[src/rtl/cache_refill_pkg.sv]
// Shared parameters and FSM encoding for the cache refill path.
// Used by the refill block and by the cache that instantiates it.
package cache_refill_pkg;

    localparam int EC_DEF = 13;
    localparam int EW_DEF = 2;
    localparam int ES_DEF = EC_DEF - EW_DEF - 1;
    localparam int A_DEF  = 32;
    localparam int D_DEF  = 16;

    typedef enum logic [1:0] {
        IDLE  = 2'd0,
        FETCH = 2'd1,
        WRITE = 2'd2
    } state_t;

endpackage

[src/rtl/cache_refill_if.sv]
// Bundle of lookup-stage, main-memory and cache-write signals around the refill block.
// The refill block is the master; the surrounding cache/memory system is the slave.
interface cache_refill_if
    import cache_refill_pkg::*;
#(
    parameter int A  = A_DEF,
    parameter int D  = D_DEF,
    parameter int eS = ES_DEF,
    parameter int ew = EW_DEF
);
    localparam int tagSize   = A - eS - ew;
    localparam int entrySize = D << ew;

    logic                 miss_req;
    logic [A-1:0]         miss_addr;
    logic                 meta_used;
    logic                 meta_valid0;
    logic                 meta_valid1;
    logic                 busy;
    logic                 done;
    logic [A-1:0]         mem_addr;
    logic                 mem_re;
    logic                 mem_ack;
    logic [D-1:0]         mem_rdata;
    logic                 wr_en;
    logic [eS-1:0]        wr_set;
    logic                 wr_way;
    logic [tagSize-1:0]   wr_tag;
    logic [entrySize-1:0] wr_line;

    modport master (
        input  miss_req, miss_addr, meta_used, meta_valid0, meta_valid1,
        input  mem_ack, mem_rdata,
        output busy, done, mem_addr, mem_re,
        output wr_en, wr_set, wr_way, wr_tag, wr_line
    );

    modport slave (
        output miss_req, miss_addr, meta_used, meta_valid0, meta_valid1,
        output mem_ack, mem_rdata,
        input  busy, done, mem_addr, mem_re,
        input  wr_en, wr_set, wr_way, wr_tag, wr_line
    );

endinterface

[src/rtl/cache_refill_line_buffer.sv]
// Line assembly register: one D-bit word per slot, written by word index.
// Reset clears the whole line so an aborted refill leaves nothing behind.
module line_buffer #(
    parameter int D  = 16,
    parameter int ew = 2
) (
    input  logic                clk,
    input  logic                rst,
    input  logic                we,
    input  logic [ew-1:0]       idx,
    input  logic [D-1:0]        data,
    output logic [(D<<ew)-1:0]  line
);

    genvar gi;
    generate
        for (gi = 0; gi < (1 << ew); gi++) begin : g_word
            logic [D-1:0] word_q;
            logic [D-1:0] word_d;

            always_comb begin
                word_d = word_q;
                if (we && (idx == ew'(gi))) begin
                    word_d = data;
                end
            end

            always_ff @(posedge clk or posedge rst) begin
                if (rst) begin
                    word_q <= '0;
                end else begin
                    word_q <= word_d;
                end
            end

            assign line[gi*D +: D] = word_q;
        end
    endgenerate

endmodule

[src/rtl/cache_refill.sv]
// Miss handler for the 2-way cache: fetches a line word by word in aligned order,
// picks a victim way and issues one write into the cache RAM.
module cache_refill
    import cache_refill_pkg::*;
#(
    parameter int eC = EC_DEF,
    parameter int ew = EW_DEF,
    parameter int eS = eC - ew - 1,
    parameter int A  = A_DEF,
    parameter int D  = D_DEF
) (
    input  logic           clk,
    input  logic           rst,
    cache_refill_if.master bus
);

    localparam int tagSize   = A - eS - ew;
    localparam int entrySize = D << ew;

    state_t               state_q, state_d;
    logic [tagSize-1:0]   tag_q, tag_d;
    logic [eS-1:0]        set_q, set_d;
    logic [ew-1:0]        cnt_q, cnt_d;
    logic                 way_q, way_d;
    logic                 buf_we;
    logic [entrySize-1:0] line;

    always_comb begin
        state_d = state_q;
        tag_d   = tag_q;
        set_d   = set_q;
        cnt_d   = cnt_q;
        way_d   = way_q;
        buf_we  = 1'b0;
        case (state_q)
            IDLE: begin
                if (bus.miss_req) begin
                    tag_d   = bus.miss_addr[A-1 -: tagSize];
                    set_d   = bus.miss_addr[ew +: eS];
                    // Fill an empty way first; otherwise evict the least recently used one.
                    way_d   = bus.meta_valid0 ? (bus.meta_valid1 ? ~bus.meta_used : 1'b1) : 1'b0;
                    cnt_d   = '0;
                    state_d = FETCH;
                end
            end
            FETCH: begin
                if (bus.mem_ack) begin
                    buf_we = 1'b1;
                    cnt_d  = cnt_q + 1'b1;
                    if (cnt_q == '1) begin
                        state_d = WRITE;
                    end
                end
            end
            WRITE: begin
                state_d = IDLE;
            end
            default: begin
                state_d = IDLE;
            end
        endcase
    end

    always_ff @(posedge clk or posedge rst) begin
        if (rst) begin
            state_q <= IDLE;
            tag_q   <= '0;
            set_q   <= '0;
            cnt_q   <= '0;
            way_q   <= 1'b0;
        end else begin
            state_q <= state_d;
            tag_q   <= tag_d;
            set_q   <= set_d;
            cnt_q   <= cnt_d;
            way_q   <= way_d;
        end
    end

    line_buffer #(
        .D  (D),
        .ew (ew)
    ) u_line_buffer (
        .clk  (clk),
        .rst  (rst),
        .we   (buf_we),
        .idx  (cnt_q),
        .data (bus.mem_rdata),
        .line (line)
    );

    // All outputs come from flops or the state register, never from mem_ack.
    assign bus.busy     = (state_q != IDLE);
    assign bus.mem_re   = (state_q == FETCH);
    assign bus.wr_en    = (state_q == WRITE);
    assign bus.done     = (state_q == WRITE);
    assign bus.mem_addr = {tag_q, set_q, cnt_q};
    assign bus.wr_set   = set_q;
    assign bus.wr_way   = way_q;
    assign bus.wr_tag   = tag_q;
    assign bus.wr_line  = line;

endmodule

[src/flat_wrapper.sv]
// flat-port wrapper written by rule: the top's interface ports become plain ports
module cache_refill_flat import cache_refill_pkg::*;
#(
    parameter int eC = EC_DEF,
    parameter int ew = EW_DEF,
    parameter int eS = eC - ew - 1,
    parameter int A  = A_DEF,
    parameter int D  = D_DEF
)
  (clk, rst, bus_miss_req, bus_miss_addr, bus_meta_used, bus_meta_valid0, bus_meta_valid1, bus_mem_ack, bus_mem_rdata, bus_busy, bus_done, bus_mem_addr, bus_mem_re, bus_wr_en, bus_wr_set, bus_wr_way, bus_wr_tag, bus_wr_line);
  cache_refill_if #(.A(A), .D(D), .eS(eS), .ew(ew)) bus_i ();
  input  logic clk;
  input  logic rst;
  input wire logic [$bits(bus_i.miss_req)-1:0] bus_miss_req;
  input wire logic [$bits(bus_i.miss_addr)-1:0] bus_miss_addr;
  input wire logic [$bits(bus_i.meta_used)-1:0] bus_meta_used;
  input wire logic [$bits(bus_i.meta_valid0)-1:0] bus_meta_valid0;
  input wire logic [$bits(bus_i.meta_valid1)-1:0] bus_meta_valid1;
  input wire logic [$bits(bus_i.mem_ack)-1:0] bus_mem_ack;
  input wire logic [$bits(bus_i.mem_rdata)-1:0] bus_mem_rdata;
  output wire logic [$bits(bus_i.busy)-1:0] bus_busy;
  output wire logic [$bits(bus_i.done)-1:0] bus_done;
  output wire logic [$bits(bus_i.mem_addr)-1:0] bus_mem_addr;
  output wire logic [$bits(bus_i.mem_re)-1:0] bus_mem_re;
  output wire logic [$bits(bus_i.wr_en)-1:0] bus_wr_en;
  output wire logic [$bits(bus_i.wr_set)-1:0] bus_wr_set;
  output wire logic [$bits(bus_i.wr_way)-1:0] bus_wr_way;
  output wire logic [$bits(bus_i.wr_tag)-1:0] bus_wr_tag;
  output wire logic [$bits(bus_i.wr_line)-1:0] bus_wr_line;
  assign bus_i.miss_req = bus_miss_req;
  assign bus_i.miss_addr = bus_miss_addr;
  assign bus_i.meta_used = bus_meta_used;
  assign bus_i.meta_valid0 = bus_meta_valid0;
  assign bus_i.meta_valid1 = bus_meta_valid1;
  assign bus_i.mem_ack = bus_mem_ack;
  assign bus_i.mem_rdata = bus_mem_rdata;
  assign bus_busy = bus_i.busy;
  assign bus_done = bus_i.done;
  assign bus_mem_addr = bus_i.mem_addr;
  assign bus_mem_re = bus_i.mem_re;
  assign bus_wr_en = bus_i.wr_en;
  assign bus_wr_set = bus_i.wr_set;
  assign bus_wr_way = bus_i.wr_way;
  assign bus_wr_tag = bus_i.wr_tag;
  assign bus_wr_line = bus_i.wr_line;
  cache_refill #(.eC(eC), .ew(ew), .eS(eS), .A(A), .D(D)) u_core (.clk(clk), .rst(rst), .bus(bus_i));
endmodule
[config.mk]
export PLATFORM = sky130hd
export DESIGN_NAME = cache_refill_flat
export DESIGN_NICKNAME = d
export VERILOG_FILES = /design/src/rtl/cache_refill_pkg.sv /design/src/rtl/cache_refill_if.sv /design/src/rtl/cache_refill_line_buffer.sv /design/src/rtl/cache_refill.sv /design/src/flat_wrapper.sv
export SDC_FILE = /design/constraint.sdc
export NUM_CORES = 1
export LEC_CHECK = 0
export ABC_AREA = 1
export CORE_MARGIN = 2
export CORE_UTILIZATION = 35
export DETAILED_ROUTE_END_ITERATION = 12
export PLACE_DENSITY_LB_ADDON = 0.2
export SLEW_MARGIN = 20
export SYNTH_ARGS = -nofsm -noshare
export SYNTH_HDL_FRONTEND = slang
export SYNTH_SLANG_ARGS = --single-unit
[constraint.sdc]
create_clock -name clk -period 10.7 [get_ports clk]
set_clock_uncertainty 0.1 [all_clocks]
set_input_delay 3.21 -clock clk [delete_from_list [all_inputs] [get_ports clk]]
set_output_delay 3.21 -clock clk [all_outputs]
set_load 0.05 [all_outputs]
==> results.sh <==
export IMPL_status="complete, no violations"
export IMPL_boundaryPins=186
export IMPL_synth_edf_count=0
export IMPL_path_max_fanout=50
export IMPL_rows=40
export IMPL_viasPerCell=4.924
export IMPL_die_h_um=114.3
export IMPL_drv_slew=0
export IMPL_ant_nets=0
export IMPL_first_pass_iters=4
export IMPL_final_hold_viol_count=0
export IMPL_muxShareOfSynthArea_pct=0
export IMPL_cts_resized=0
export IMPL_grt_pass1_wl_um=19600
export IMPL_synthTopCellsByArea="dfrtp_1 (58%), nand2_1 (21%), nand4_1 (7.8%)"
export IMPL_antenna_found_initial=0
export IMPL_setup_violations_final=0
export IMPL_crit_type="flop to primary output"
export IMPL_synth_top_family_by_area="simple AND/OR/NAND/NOR gates"
export IMPL_dr_total_vias=3757
export IMPL_synth_compound_area_share_pct=0.2352
export IMPL_grt_start_max_net_pins=69
export IMPL_portBuffers=183
export IMPL_drtIter0Drc=262
export IMPL_insertion_delay_ps=330
export IMPL_cpPeakStageDelay_ps=910
export IMPL_avgSynthCellArea_um2=8.961
export IMPL_area_delta_synth_final_pct=44.97
export IMPL_netlist_area_leader_share_pct=58.20
export IMPL_fin_crit_sh_pct=53.41
export IMPL_wl_um=12280
export IMPL_grt_use_total_pct=19.07
export IMPL_grt_overflow_total=0
export IMPL_arrival_ps=2410
export IMPL_synth_fa_ha_area_share_pct=1.176
export IMPL_ys_types=17
export IMPL_tns_ps=0
export IMPL_start_kind="flop"
export IMPL_drt_wirelength_per_cell_um=16.10
export IMPL_drive_above_1_share_pct=4.221
export IMPL_synthXorXnorAreaFrac_pct=0
export IMPL_yosys_area_share_simple_pct=30.48
export IMPL_clockBufferDepth=2
export IMPL_insertedDiodeCount=0
export IMPL_crit_required_ps=7390
export IMPL_start_util_pct=35.59
export IMPL_ys_ff_latch=99
export IMPL_routabilityCongestion=0.7760
export IMPL_cts_root_buf="clkbuf_16"
export IMPL_cts_buffers=9
export IMPL_worstPathCellList="inv_2 > nor2_4 > buf_4 > clkdlybuf4s50_1"
export IMPL_crit_slowest_cell="clkdlybuf4s50_1"
export IMPL_die_width_um=114.3
export IMPL_synth_top_area_cell="dfrtp_1"
export IMPL_rsz0062_at_grt="no"
export IMPL_yosysMostFrequentCell="nand2_1"
export IMPL_post_cts_setup_buffers=0
export IMPL_die_area_um2=13060
export IMPL_syn_area_um2=4257
export IMPL_ys_flop_type="dfrtp_1"
export IMPL_yosys_warnings=0
export IMPL_cp_end_kind="primary output"
export IMPL_n_fill_cell=1136
export IMPL_clock_sinks=99
export IMPL_dp_hpwl_um=8410
export IMPL_grt_pass1_vias=3670
export IMPL_clk_pin_slew_ps=70
export IMPL_min_path_type="flop to flop"
export IMPL_synth_commonest_cells="nand2_1 (242), dfrtp_1 (99), nand4_1 (53), buf_4 (37), buf_2 (13)"
export IMPL_cts_hold_buf=0
export IMPL_core_region_area_um2=11960
export IMPL_htree_levels=3
export IMPL_seq_area_frac_synth_pct=58.20
export IMPL_synthesis_nets=534
export IMPL_synth_cells=475
export IMPL_cts_tree="built"
export IMPL_async_flop_share_pct=100.0
export IMPL_tightest_slew_ps=963.4
export IMPL_maxCapViolations=0
export IMPL_slew_headroom_pct=35.77
export IMPL_drcViolationCount=0
export IMPL_nets=670
export IMPL_fin_crit_ps=5715
export IMPL_fmax_mhz=175.0
[worst paths after layout]
check	startpoint	end	slack [ps]	cells after the start
worst max register to register	u_core.cnt_q[0]	u_core.u_line_buffer.g_word[2].word_q[6]	8100	5
worst max-delay path	u_core.state_q[0]	bus_mem_re	4980	4
worst min-delay path	u_core.u_line_buffer.g_word[2].word_q[11]	u_core.u_line_buffer.g_word[2].word_q[11]	380	2
worst min register to register	u_core.u_line_buffer.g_word[2].word_q[11]	u_core.u_line_buffer.g_word[2].word_q[11]	380	2
max in group asynchronous	rst	u_core.u_line_buffer.g_word[1].word_q[14]	6150	3
min in group asynchronous	rst	u_core.bus.wr_set[1]	3120	2
[sequential cells by signal, summed over array words and instances, names as in the netlist]
register                            cells
u_core.bus.wr_tag                      20
u_core.bus.wr_way                       1
u_core.cnt_q                            2
u_core.bus.wr_set                      10
u_core.u_line_buffer.g_word.word_q     64
u_core.state_q                          2
[worst max-delay path, delay by kind of cell (launching register included)]
family	cells	cell delay (ps)
buffers and inverters	3	1450
DFF	1	520
and+or+nand+nor	1	80
[metal layers]
metal / track usage, % / wire length [um] / vias up
met2: 32.14 / 5958 / 158
li1: - / - / 1773
met3: 5.717 / 958 / 7
met4: 3.902 / 82 / 0
met5: 0 / 0 / -
met1: 24.46 / 5283 / 1819
[layout make-up]
| class | count | area (um2) | area share (%) |
|---|---|---|---|
| clock buffers | 12 | 256.5 | 4.157 |
| clock inverters | 4 | 25.02 | 0.4055 |
| inverters | 7 | 28.78 | 0.4663 |
| multi-input cells | 309 | 1358 | 22.00 |
| flip-flops and latches | 99 | 2477 | 40.15 |
| well taps | 147 | 183.9 | 2.981 |
| repair buffers | 185 | 1842 | 29.85 |
[placed cells by master (no fill, tap or decap), types with 3 or more instances in the layout]
| cell type | instances |
|---|---|
| ha_1 | 4 |
| clkdlybuf4s50_1 | 182 |
| dfrtp_1 | 99 |
| nand4_1 | 53 |
| inv_1 | 3 |
| clkbuf_16 | 9 |
| inv_2 | 3 |
| nand3_1 | 3 |
| nand2_1 | 242 |
[cell families after synthesis]
group                      count (synthesis)
and+or+nand+nor                          303
DFF                                       99
buffers and inverters                     67
adders and majority gates                  4
AOI/OAI and AO/OA                          2
[stage by stage]
stage | hold WS (ps) | instances | setup WS (ps) | area (um2) | util (%)
final | 381.0 | 763 | 4985 | 6171 | 51.59
after global routing | 399.9 | 763 | 4877 | 6171 | 51.59
after CTS | 384.0 | 763 | 4986 | 6171 | 51.59
after detailed placement | 365.5 | 747 | 5262 | 5889 | 49.24
after global placement | 363.1 | 747 | 5282 | 5889 | 49.24
after floorplan | 515.2 | 475 | 4800 | 4257 | -
Power is left out: the tool's default activity adds up to more than one toggle a clock period on the data nets, which glitch-free logic cannot reach.
==> edit 1, RTL diff (same flow settings) <==
Encoding of `state_t`: now one-hot (3 bits for 3 states).
--- a/src/rtl/cache_refill_pkg.sv
+++ b/src/rtl/cache_refill_pkg.sv
@@ -9,8 +9,8 @@
     localparam int D_DEF  = 16;
 
-    typedef enum logic [1:0] {
-        IDLE  = 2'd0,
-        FETCH = 2'd1,
-        WRITE = 2'd2
+    typedef enum logic [2:0] {
+        IDLE  = 3'b001,
+        FETCH = 3'b010,
+        WRITE = 3'b100
     } state_t;
 
Function: no difference found for any inputs over 4 cycles, from zero or initial values and one cycle with rst high; so few cycles prove little.
==> edit 1 against the unedited design <==
  * Routed wire length up 2.9%
  * Synthesized area up 4.6%
  * Final area up 2.9%
  * Synthesized cell count up 2.3%
  * Setup slack better by 0.39 ns
  * Sequential cell count up 1
  * Sequential share of layout area down 0.72 points
  * Critical endpoint is now bus_wr_en
==> edit 1: results (changes against the unedited design) <==
- The first element of the critical path is u_core.state_q[2] (was u_core.state_q[0]).
- The last element of the critical path was bus_wr_en (was bus_mem_re).
- The actual transition at the worst max-transition pin is 0.7906 ns (was 0.9634 ns).
- The hold path startpoint is u_core.u_line_buffer.g_word[0].word_q[4] (was u_core.u_line_buffer.g_word[2].word_q[11]).
- The worst hold path endpoint is u_core.u_line_buffer.g_word[0].word_q[4] (was u_core.u_line_buffer.g_word[2].word_q[11]).
- The worst hold slack is 0.3780 ns (was 0.3810 ns).
- The share of final layout cell area taken by non-clock buffers is 0.2912 (was 0.2985).
- The number of synthesized register bits is 100 (was 99).
- Most common library cells after synthesis: 229 x sky130_fd_sc_hd__nand2_1, 99 x sky130_fd_sc_hd__dfrtp_1, 65 x sky130_fd_sc_hd__nand4_1 (was 242 x sky130_fd_sc_hd__nand2_1, 99 x sky130_fd_sc_hd__dfrtp_1, 53 x sky130_fd_sc_hd__nand4_1).
- Result of the run: finished, final reports clean (unchanged).
- The count of nets after finishing is 678 (was 670).
- The upper clock frequency limit is 187.7 MHz (was 175.0 MHz).
- The total global-route track usage is 0.1818 (was 0.1907).
- The area growth from synthesis to layout is 42.68% (was 44.97%).
- The net count after synthesis came to 545 (was 534).
- The number of clock-tree buffers in the layout is 11 (was 12).
- The instance count after placement with tap cells included was 780 (was 747).
- The number of logic inverters in the finished layout is 10 (was 7).
- The worst-case reg-to-reg path depth is 6 (was 5).
- The final weighted congestion in routability-driven placement is 0.7916 (was 0.7760).
- The critical path's largest stage delay is 0.87 ns (was 0.91 ns).
- The worst reg-to-reg setup slack is 8.31 ns (was 8.10 ns).
- The adder-cell share of the synthesized area came to 0.01125 (was 0.01176).
- The placed instance area is 6077 um^2 (was 5889 um^2).
- The DRC marker count from the first detailed-route iteration came to 251 (was 262).
- The average wire length per cell after detail routing is 15.92 um (was 16.10 um).
- The number of multi-input logic gates is 312 (was 309).
- The area of the multi-input gates is 1469 um^2 (was 1358 um^2).
- The mean area per synthesized cell was 9.157 um^2 (was 8.961 um^2).
- The largest net degree at the start of global routing is 71 (was 69).
- The proportion of layout cells with a drive suffix above 1 came to 0.04984 (was 0.04221).
- The layout buffer count excluding clock buffers is 186 (was 185).
- The final cell count without fillers is 794 (was 763).
- The reg-to-reg critical path endpoint is u_core.bus.wr_set[1] (was u_core.u_line_buffer.g_word[2].word_q[6]).
- Overall power consumption after layout is estimated at 0.002260 W.
edit 1: changes by cell type in the layout (fill, tap and decap cells not counted), moves of 2 or more:
| cell | unedited run | this run |
|---|---|---|
| sky130_fd_sc_hd__nand2_1 | 242 | 229 |
| sky130_fd_sc_hd__nand4_1 | 53 | 65 |
| sky130_fd_sc_hd__nand4_4 | 0 | 4 |
| sky130_fd_sc_hd__clkbuf_8 | 2 | 0 |
| sky130_fd_sc_hd__clkinvlp_4 | 2 | 0 |
| sky130_fd_sc_hd__inv_2 | 3 | 5 |
edit 1: critical path: cells and delay by family, from the launching register on:
family / cells / cell delay [ns]
DFF: 1 / 0.40
and+or+nand+nor: 1 / 0.28
buffers and inverters: 2 / 1.02
edit 1: per-layer routing:
metal	vias to the layer above	share of wire	track usage
met1	1825	0.44	0.2529
li1	1819	-	-
met2	124	0.48	0.2817
met3	17	0.064	0.03425
met4	0	0.021	0.07216
met5	-	0	0
==> edit 2, RTL diff (same settings) <==
Made on the original files. Set the package constant `A_DEF` to 16 (it was 32).
--- a/src/rtl/cache_refill_pkg.sv
+++ b/src/rtl/cache_refill_pkg.sv
@@ -6,5 +6,5 @@
     localparam int EW_DEF = 2;
     localparam int ES_DEF = EC_DEF - EW_DEF - 1;
-    localparam int A_DEF  = 32;
+    localparam int A_DEF  = 16;
     localparam int D_DEF  = 16;
 
Interface: changed (resized bus_mem_addr, bus_miss_addr and bus_wr_tag); port bits go from 186 to 138. The function was not compared with the original's and may differ.
==> edit 2 against the unedited design <==
  * Final area is 19% lower
  * Synthesized area is 17% lower
  * Routed wire length is 19% lower
  * Hold slack better by 0.00056 ns
  * Sequential cell count is 16 lower
  * Setup slack worse by 0.0096 ns
  * Largest cell class unchanged
Power is not shown: default switching activity piles up to over one toggle a cycle in this logic, so the estimate is an artifact.
==> edit 2: results (changes against the unedited design) <==
- The filler cell count is 933 (was 1,136).
- Result of the run: finished, final reports clean (unchanged).
- The global routing usage on met1 was 0.2595 (was 0.2446).
- The source-to-sink clock delay at the later pin of the worst-skew pair is 0.34 ns.
- The register ranked first by flip-flop count was u_core.u_line_buffer.g_word.word_q (unchanged).
- The number of synthesized register bits came to 83 (was 99).
- The worst slew margin relative to its limit was 0.3492 (was 0.3577).
- The number of multi-input logic gates is 261 (was 309).
- The count of distinct cell types in the synthesized netlist is 16 (was 17).
- The register share of the cell area is 0.4146 (was 0.4015).
- The adder-cell share of the synthesized area is 0.01415 (was 0.01176).
- The number of port buffers is 135 (was 183).
- The cell at the root of the clock tree is sky130_fd_sc_hd__clkbuf_8 (was sky130_fd_sc_hd__clkbuf_16).
- The number of clock-tree buffers in the layout is 11 (was 12).
- The final weighted congestion in routability-driven placement was 0.7419 (was 0.7760).
- The net count after synthesis came to 435 (was 534).
- The post-route met1 wirelength came to 4651 um (was 5283 um).
- The antenna diode count is 0 (unchanged).
- The share of final layout cell area taken by non-clock buffers is 0.2725 (was 0.2985).
- The largest net degree at the start of global routing is 84 (was 69).
- The total wire length after detailed routing is 9942 um (was 12,280 um).
- The clock-cell share of area is 0.04021 (was 0.04562).
- The area fraction in compound gates after synthesis came to 0.002831 (was 0.002352).
- The total number of vias is 3,076 (was 3,757).
- The total met2 wirelength after detailed routing is 4402 um (was 5958 um).
- The DRC marker count from the first detailed-route iteration is 169 (was 262).
- The proportion of layout cells with a drive suffix above 1 is 0.04771 (was 0.04221).
- The worst setup timing slack at the placement stage is 5.300 ns (was 5.262 ns).
- The sequential fraction of the synthesis area is 0.5874 (was 0.5820).
- The count of nets after finishing is 542 (was 670).
- Largest cells by area after synthesis: sky130_fd_sc_hd__dfrtp_1 59%, sky130_fd_sc_hd__nand2_1 21%, sky130_fd_sc_hd__nand4_1 9.4% (was sky130_fd_sc_hd__dfrtp_1 58%, sky130_fd_sc_hd__nand2_1 21%, sky130_fd_sc_hd__nand4_1 7.8%).
- The detailed-placement wirelength estimate is 6402 um (was 8410 um).
- The met3 wire length was 767 um (was 958 um).
- The area of the multi-input gates is 1172 um^2 (was 1358 um^2).
- Most common library cells after synthesis: 194 x sky130_fd_sc_hd__nand2_1, 83 x sky130_fd_sc_hd__dfrtp_1, 53 x sky130_fd_sc_hd__nand4_1 (was 242 x sky130_fd_sc_hd__nand2_1, 99 x sky130_fd_sc_hd__dfrtp_1, 53 x sky130_fd_sc_hd__nand4_1).
- The total global-route track usage is 0.1873 (was 0.1907).
- The fraction of met3 tracks used by global routing came to 0.04950 (was 0.05717).
- The first-pass GRT wire length came to 16,330 um (was 19,600 um).
- The layout buffer count excluding clock buffers is 137 (was 185).
- The global routing usage on met2 came to 0.2834 (was 0.3214).
-- edit 2: changes by cell type after synthesis --
cell | unedited run | this run
sky130_fd_sc_hd__buf_1 | 1 | 3
sky130_fd_sc_hd__buf_2 | 13 | 10
sky130_fd_sc_hd__buf_4 | 37 | 21
sky130_fd_sc_hd__clkbuf_1 | 7 | 5
sky130_fd_sc_hd__dfrtp_1 | 99 | 83
sky130_fd_sc_hd__inv_1 | 4 | 5
sky130_fd_sc_hd__inv_2 | 3 | 2
sky130_fd_sc_hd__nand2_1 | 242 | 194
sky130_fd_sc_hd__nand3_1 | 3 | 4
sky130_fd_sc_hd__nand3_2 | 1 | 0
-- edit 2: cell families (layout without fill, tap and decap cells) --
logic type | Yosys count | after routing
flops | 83 | 83
compound gates | 2 | 2
simple gates | 255 | 255
fa+ha+maj | 4 | 4
buf+inv | 48 | 159
-- edit 2: path summary, 6_finish.rpt --
check | start | to | slack [ns] | depth (start not counted)
min in group asynchronous | rst | u_core.bus.wr_set[8] | 3.30 | 3
setup / recovery | u_core.state_q[0] | bus_mem_re | 4.98 | 4
hold reg to reg | u_core.u_line_buffer.g_word[3].word_q[14] | u_core.u_line_buffer.g_word[3].word_q[14] | 0.38 | 2
setup reg to reg | u_core.cnt_q[0] | u_core.u_line_buffer.g_word[2].word_q[5] | 8.19 | 5
hold / removal | u_core.u_line_buffer.g_word[3].word_q[14] | u_core.u_line_buffer.g_word[3].word_q[14] | 0.38 | 2
max in group asynchronous | rst | u_core.u_line_buffer.g_word[1].word_q[15] | 6.70 | 3
-- edit 2: per-stage QoR --
stage               instances  instance area [um^2]  hold slack [ns]
floorplan                 392                  3536           0.5152
global placement          621                  4805           0.3638
detailed placement        621                  4805           0.3657
CTS                       636                  5006           0.3879
global route              636                  5010           0.4103
finish                    636                  5010           0.3816
